<file path="src/rtl/button_mode_select.sv">
// -----------------------------------------------------------------------------
// button_mode_select
//
// Classifies a debounced push-button level into short and long press events.
// It also maintains the effect-selection state for the VFX mode multiplexer:
//   - a short press advances `mode` (wrapping), or leaves bypass if it is set;
//   - a long press toggles `bypass`.
//
// The input must already be synchronised and debounced; no filtering is done
// here. Every output is registered, so there is no combinational path from
// `btn_level` to any output.
//
// Parameters:
//   NUM_MODES   - number of effect modes (>= 2); mode runs 0..NUM_MODES-1
//   LONG_COUNTS - hold time in clk cycles that classifies a long press (>= 2)
//   ACTIVE_LOW  - 1: btn_level == 0 means pressed
//
// Ports:
//   clk          in   clock
//   rst_n        in   asynchronous active-low reset
//   btn_level    in   debounced button level, synchronous to clk
//   mode         out  current effect index
//   bypass       out  1 = effects bypassed
//   short_pulse  out  one-cycle strobe on a classified short press
//   long_pulse   out  one-cycle strobe on a classified long press
//   mode_changed out  one-cycle strobe whenever mode or bypass changes
// -----------------------------------------------------------------------------
module button_mode_select #(
  parameter int unsigned NUM_MODES   = 4,
  parameter int unsigned LONG_COUNTS = 50_000_000,
  parameter bit          ACTIVE_LOW  = 1'b1
) (
  input  logic                         clk,
  input  logic                         rst_n,
  input  logic                         btn_level,
  output logic [$clog2(NUM_MODES)-1:0] mode,
  output logic                         bypass,
  output logic                         short_pulse,
  output logic                         long_pulse,
  output logic                         mode_changed
);

  localparam int unsigned ModeW = $clog2(NUM_MODES);
  localparam int unsigned CntW  = $clog2(LONG_COUNTS);

  localparam logic [ModeW-1:0] LastMode = ModeW'(NUM_MODES - 1);
  localparam logic [CntW-1:0]  LastCnt  = CntW'(LONG_COUNTS - 1);

  typedef enum logic [1:0] {
    StIdle,
    StPressed,
    StLong
  } state_e;

  state_e          state;
  logic [CntW-1:0] hold_cnt;
  logic            prev_pressed;
  logic            pressed;
  logic            press_edge;

  // Normalise polarity so the rest of the logic only thinks in "pressed".
  assign pressed    = ACTIVE_LOW ? ~btn_level : btn_level;
  assign press_edge = pressed & ~prev_pressed;

  always_ff @(posedge clk or negedge rst_n) begin
    if (!rst_n) begin
      state        <= StIdle;
      hold_cnt     <= '0;
      // Reset as "pressed": a button held through reset must be released
      // before it can generate an event.
      prev_pressed <= 1'b1;
      mode         <= '0;
      bypass       <= 1'b0;
      short_pulse  <= 1'b0;
      long_pulse   <= 1'b0;
      mode_changed <= 1'b0;
    end else begin
      prev_pressed <= pressed;

      // Strobes default low so each one lasts exactly one cycle.
      short_pulse  <= 1'b0;
      long_pulse   <= 1'b0;
      mode_changed <= 1'b0;

      unique case (state)
        StIdle: begin
          if (press_edge) begin
            state    <= StPressed;
            hold_cnt <= '0;
          end
        end

        StPressed: begin
          if (!pressed) begin
            // Release wins over the long threshold on the same edge.
            state        <= StIdle;
            short_pulse  <= 1'b1;
            mode_changed <= 1'b1;
            if (bypass) begin
              bypass <= 1'b0;
            end else if (mode == LastMode) begin
              mode <= '0;
            end else begin
              mode <= mode + 1'b1;
            end
          end else if (hold_cnt == LastCnt) begin
            state        <= StLong;
            long_pulse   <= 1'b1;
            mode_changed <= 1'b1;
            bypass       <= ~bypass;
          end else begin
            // Cannot wrap: the branch above leaves this state at LastCnt.
            hold_cnt <= hold_cnt + 1'b1;
          end
        end

        StLong: begin
          // Counter stays frozen; the release itself is silent.
          if (!pressed) begin
            state <= StIdle;
          end
        end

        default: begin
          state <= StIdle;
        end
      endcase
    end
  end

endmodule

</file>
<file path="config.mk">
export PLATFORM = sky130hd
export DESIGN_NAME = button_mode_select
export DESIGN_NICKNAME = d
export VERILOG_FILES = /design/src/rtl/button_mode_select.sv
export SDC_FILE = /design/constraint.sdc
export NUM_CORES = 1
export LEC_CHECK = 0
export ABC_AREA = 1
export BUFFER_PORTS_ARGS = -buffer_cell sky130_fd_sc_hd__buf_2
export CORE_ASPECT_RATIO = 1.2
export CORE_UTILIZATION = 50
export DETAILED_ROUTE_END_ITERATION = 16
export MAX_ROUTING_LAYER = met4
export PLACE_DENSITY = 0.69
export SLEW_MARGIN = 10
export SYNTH_ARGS = -nofsm -noshare
export SYNTH_HDL_FRONTEND = slang
export SYNTH_SLANG_ARGS = --single-unit
</file>
<file path="constraint.sdc">
create_clock -name clk -period 1.45 [get_ports clk]
set_input_delay 0.0725 -clock clk [delete_from_list [all_inputs] [get_ports clk]]
set_output_delay 0.0725 -clock clk [all_outputs]
set_load 0.02 [all_outputs]
</file>
==> impl_metrics.tcl, run 1 <==
set metrics [dict create \
    antenna_found_initial 0 \
    cts-htree-levels 2 \
    syn2layout_area_growth_pct 47.18 \
    power.leakage_nw 1.558 \
    tritoncts "yes" \
    setup_ws_ns -0.09188 \
    drt-total-wl_um 7390 \
    synth_area_leaders "dfrtp_1 38%, nand2_1 15%, nor2_1 11%, nand3_1 7.1%, inv_1 6.0%" \
    cp.arrival_ns 1.77 \
    utilization_pct 77.62 \
    routed_via_density 5.516 \
    path_clk_slew_ns 0.07 \
    globalplace.congestion 0.8616 \
    final_max_slew_viol_count 0 \
    failed_checks "setup timing" \
    route.detailed.drc 0 \
    grt.met1_usage_pct 31.53 \
    use_met2_pct 53.55 \
    die_area_um2 4804 \
    grt_pass1_vias 2429 \
    drtPass1Iterations 5 \
    worst_pin_slew_ns 0.4450 \
    setup-tns-final_ns -0.8571 \
    ys_seq_area_share_pct 38.73 \
    die_h_um 75.73 \
    rr_startpoint "hold_cnt[10]" \
    rsz0062_at_grt "yes" \
    finalPower_w 0.002319 \
    start_util_pct 52.74 \
    routedWlPerCell_um 15.76 \
    yosysUniqueCellTypes 31 \
    core_area_um2 4294 \
    finalNetCount 417 \
    clock_skew_ns 0.007111 \
    crit_slowest_cell "dfrtp_1" \
    required_ns 1.68 \
    clk-insertion-delay-late_ns 0.29 \
    min_period_over_period_pct 106.3 \
    cp_max_fo 4 \
    status "finished, violations left" \
    yosysMostFrequentCell "nand2_1" \
    path_cells "buf_4 > nand2_2 > nor2_1 > nand2_1 > nor2_2 > buf_6 > nand3_2 > nor2_1 > nor2_1 > nor2_1" \
    syn_area_per_cell_um2 6.863 \
    die_w_um 63.44 \
    numClockSinks 35 \
    clock_path_buffers 2 \
    maxCapViolations 0 \
    synth_nets 335 \
    relSlewSlack_pct 70.26 \
    async_reset_ff_share_pct 100.0 \
    startpoint "hold_cnt[10]" \
    grt_pass1_wl_um 10440 \
    min_path_type "in -> reg" \
    cp_common_cell "nor2_1" \
    post-synth-top-area-cell "dfrtp_1" \
    end_kind "register" \
    grt_overflow 0 \
    placed_cell_area_um2 2825 \
    slowest_delay_ns 0.41 \
    drt_iter0_markers 236 \
    crit_type "reg -> reg" \
    hold_violations 0 \
    power.density_nw_per_um2 695.8 \
    yosys_warnings 0 \
    ios 9 \
    grtUsageMet3_pct 5.389 \
    grt-busiest-layer "met2" \
    drive_gt1_share_pct 44.31 \
    fmax_mhz 648.6 \
    track_usage_pct 29.98 \
    ant_nets 0 \
    grt_max_degree 19 \
    synth_ff_type "dfrtp_1" \
    setup_violations 17 \
    num_rows 26 \
    critPathLaunchType "register" \
    synth_edf_count 0 \
    hold_depth 2 \
    diodes 0 \
    synth_area_um2 2265 \
    cts_buffers 5 \
    syn_inst 330 \
    port_buffers 8 \
    hp-start "btn_level" \
    min_period_ns 1.542 \
    finish.instance_area_um2 3333 \
    hpwlAfterDp_um 4496 \
    yosys_register_bits 35 \
    root_buffer "clkbuf_8" \
    ir_drop_mv 0.6186 \
    ys_top_cells_by_count "90 x nand2_1, 69 x nor2_1, 36 x inv_1" \
    reg2reg_depth 10 \
    yosysTopAreaCellShare_pct 37.57 \
    via_count 2587 \
]
timing repair:
action,CTS,global route
buffers inserted,2,4
cloned,2,0
resized for setup,38,61
endpoints found under the hold margin,16,0
pin swaps,12,20
hold buffers,1,0
setup endpoints to repair,28,27
per-layer routing:
metal  part of all wire [%]  vias to the layer above
met5                      0                        -
met4                    4.4                        0
met3                    6.1                       39
met2                     52                      122
met1                     37                     1236
li1                       -                     1190
cell type report:
class	instances	area, um2
fillers	312	960.9
flip-flops and latches	35	879.6
well taps	56	70.07
multi-input cells	249	1499
clock buffers	8	100.1
repair buffers	79	614.3
inverters	42	170.2
worst paths after layout:
check	slack, ns	to
worst max-delay path	-0.09	hold_cnt[19]
worst min-delay path	0.008	prev_pressed
worst max register to register	-0.09	hold_cnt[19]
worst min register to register	0.50	bypass
max in group asynchronous	0.72	hold_cnt[2]
min in group asynchronous	0.26	long_pulse
flip-flops by register name, summed over array words and instances (netlist names):
name,count
short_pulse,1
mode_changed,1
state,2
mode,2
hold_cnt,26
long_pulse,1
prev_pressed,1
bypass,1
cells by family (layout without fill, tap and decap cells):
family / count (synthesis) / after routing / synth area share [%]
buf+inv: 47 / 129 / 8.619
fa+ha+maj: 2 / 2 / 1.105
simple gates: 217 / 218 / 42.10
mux: 1 / 1 / 0.4972
flops: 35 / 35 / 38.73
compound gates: 24 / 24 / 7.404
xor+xnor: 4 / 4 / 1.547
cells in the final DEF, fill, tap and decap left out, types with 3 or more instances in the layout:
master    netlist  final
buf_2           0      8
buf_4           1     64
buf_6           2      3
clkbuf_8        0      7
dfrtp_1        34     32
inv_1          36     33
inv_2           6      6
nand2_1        90     75
nand2_2         6     21
nand3_1        32     16
nand3_2         0     13
nand3_4         0      3
nor2_1         69     45
nor2_2          1     14
nor2_4          3     14
nor3_2          0      5
o21ai_1         2      5
o21ai_2        10     11
xor2_1          4      4
metrics by stage:
stage | hold WS [ns] | std cells | setup WS, ns
finish | 0.007639 | 469 | -0.09188
floorplan | -0.2231 | 330 | 0.002645
global route | 0.01743 | 469 | -0.2076
global placement | 0.03972 | 452 | -0.2416
detailed placement | 0.03939 | 452 | -0.2415
CTS | 0.006379 | 465 | -0.03359
power by group:
group / leakage [nW] / internal, W / total, W / switching, W
clock network: 0.0515 / 0.000434 / 0.000797 / 0.000363
logic: 1.03 / 0.000174 / 0.000448 / 0.000274
registers: 0.474 / 0.00103 / 0.00107 / 0.0000412
total: 1.56 / 0.00164 / 0.00232 / 0.000678
worst max-delay path, delay by kind of cell, from the launching register on:
family                 cells  cell delay (ns)
AND/OR/NAND/NOR            8             0.80
buffers and inverters      2             0.28
flip-flops                 1             0.41
No activity file was read; power rests on OpenSTA's default activity.
==> run 2: changes to the inputs <==
CORE_UTILIZATION = 45   (was 50)
CTS_BUF_LIST = sky130_fd_sc_hd__clkbuf_4 sky130_fd_sc_hd__clkbuf_8 sky130_fd_sc_hd__clkbuf_16   (was not set)
PLACE_DENSITY = not set   (was 0.69)
SLEW_MARGIN = not set   (was 10)
==> run 2 against run 1 <==
The flow still finishes with violations (setup timing). Clock-buffer cell count is the same. Total power increased by 0.22%. Fmax increased by 0.23%. Die area rose by 11%. Critical endpoint is now hold_cnt[24]. First-iteration DRC count down 28%. Critical path type unchanged. Setup slack better by 0.0035 ns. Combinational power grew 9.6%.
==> impl_metrics.tcl, run 2 (same netlist as run 1, synthesis figures left out) <==
set metrics [dict create \
    end_kind "register" \
    route.detailed.drc 0 \
    num_rows 27 \
    hold_violations 0 \
    tritoncts "yes" \
    drive_gt1_share_pct 41.34 \
    min_period_over_period_pct 106.1 \
    drtPass1Iterations 4 \
    rsz0062_at_grt "yes" \
    reg2reg_depth 9 \
    diodes 0 \
    track_usage_pct 28.08 \
    finalNetCount 408 \
    top_register "hold_cnt" \
    syn2layout_area_growth_pct 45.86 \
    grt_pass1_vias 2381 \
    port_buffers 8 \
    multi_input_area_um2 1549 \
    cts_buffers 5 \
    n_fill_cell 395 \
    status "finished, violations left" \
    ios 9 \
    routed_via_density 5.299 \
    setup_ws_ns -0.08841 \
    clock_skew_ns 0.009874 \
    min_period_ns 1.538 \
    drt-total-wl_um 7242 \
    min_path_type "in -> reg" \
    clk-insertion-delay-late_ns 0.29 \
    seqCellArea_um2 878.3 \
    final_cell_mix "77 x nand2_1, 51 x buf_4, 43 x nor2_1, 35 x inv_1, 33 x dfrtp_1" \
    path_clk_slew_ns 0.08 \
    finalPower_w 0.002324 \
    largest_register_ffs 26 \
    placed_cell_area_um2 2735 \
    setup_violations 25 \
    hold_depth 2 \
    required_ns 1.63 \
    relSlewSlack_pct 69.04 \
    cts-htree-levels 2 \
    maxCapViolations 0 \
    power.leakage_nw 1.562 \
    final_common_cell "nand2_1" \
    start_util_pct 48.23 \
    numClockSinks 35 \
    grt_pass1_wl_um 10700 \
    ir_drop_mv 0.4627 \
    core_area_um2 4696 \
    routedWlPerCell_um 15.68 \
    hpwlAfterDp_um 4589 \
    cp.arrival_ns 1.72 \
    root_buffer "clkbuf_8" \
    drt_iter0_markers 169 \
    die_h_um 79.71 \
    ant_nets 0 \
    failed_checks "setup timing" \
    cp_max_fo 7 \
    grt_max_degree 19 \
    grt_overflow 0 \
    globalplace.congestion 0.9173 \
    dpl_worst_slack_ns -0.2272 \
    die_w_um 66.76 \
    antenna_found_initial 0 \
    worst_pin_slew_ns 0.4644 \
    power.density_nw_per_um2 703.6 \
    clock_path_buffers 2 \
    via_count 2448 \
    die_area_um2 5321 \
    crit_type "reg -> reg" \
    critPathLaunchType "register" \
    fmax_mhz 650.0 \
    final_max_slew_viol_count 0 \
    top_regs "hold_cnt: 26 flops, mode: 2 flops, state: 2 flops" \
    finish.instance_area_um2 3303 \
]
run 2: cell count changes in the layout (fill, tap and decap cells not counted), sizes merged:
cell / delta
buf: -13
clkbuf: +1
nand2: +3
run 2: metrics by stage:
| step | hold slack (ns) | TNS (ns) | utilization (%) | instances |
|---|---|---|---|---|
| floorplan | -0.2231 | 0 | - | 330 |
| global placement | 0.04312 | -3.060 | 58.25 | 440 |
| detailed placement | 0.05128 | -3.832 | 58.25 | 440 |
| CTS | 0.03142 | -0.2298 | 64.54 | 453 |
| global route | 0.03902 | -3.373 | 70.34 | 462 |
| finish | 0.02902 | -1.077 | 70.34 | 462 |
run 2: final timing paths:
| check | startpoint | end | slack [ns] |
|---|---|---|---|
| min reg2reg | bypass | bypass | 0.50 |
| max reg2reg | hold_cnt[0] | hold_cnt[24] | -0.09 |
| min | btn_level | prev_pressed | 0.03 |
| max in group asynchronous | rst_n | hold_cnt[2] | 0.71 |
| min in group asynchronous | rst_n | hold_cnt[6] | 0.27 |
| max | hold_cnt[0] | hold_cnt[24] | -0.09 |
run 2: worst max-delay path: stages, from the launching register on:
cell and delay, ns:
dfrtp_1 0.41, ha_4 0.18, nand3_4 0.14, nor2_4 0.16, nand2_4 0.09, nand2_8 0.12
buf_12 0.14, nor2_2 0.04, nor2_1 0.09, nor2_1 0.05
run 2: routing by layer:
layer  wire length [um]  up-vias  GRT usage [%]
met4                361        0          13.19
met1               2870     1147          31.79
met3                327       35          5.000
li1                   -     1180              -
met2               3683       86          47.27
met5                  0        -              -
run 2: power breakdown:
| part | internal [W] | switching (W) | total (W) | leakage, nW |
|---|---|---|---|---|
| sequential | 0.00103 | 0.0000478 | 0.00108 | 0.476 |
| combinational | 0.000197 | 0.000294 | 0.000491 | 1.04 |
| clock | 0.000398 | 0.000354 | 0.000752 | 0.0498 |
| total | 0.00163 | 0.000696 | 0.00232 | 1.56 |
run 2: timing repair:
action / 4_1_cts / 5_1_grt
endpoints found under the hold margin: 16 / 0
gates cloned: 1 / 4
setup buffers: 3 / 5
gates resized for setup: 44 / 43
pin swaps: 12 / 18
hold buffers: 1 / 0
setup endpoints to repair: 30 / 30
run 2: cell type report:
| type | count | area share (%) |
|---|---|---|
| tap | 58 | 2.197 |
| timing repair buffer | 67 | 16.70 |
| sequential | 35 | 26.59 |
| clock buffer | 8 | 2.765 |
| multi-input combinational | 252 | 46.89 |
| inverter | 42 | 4.848 |
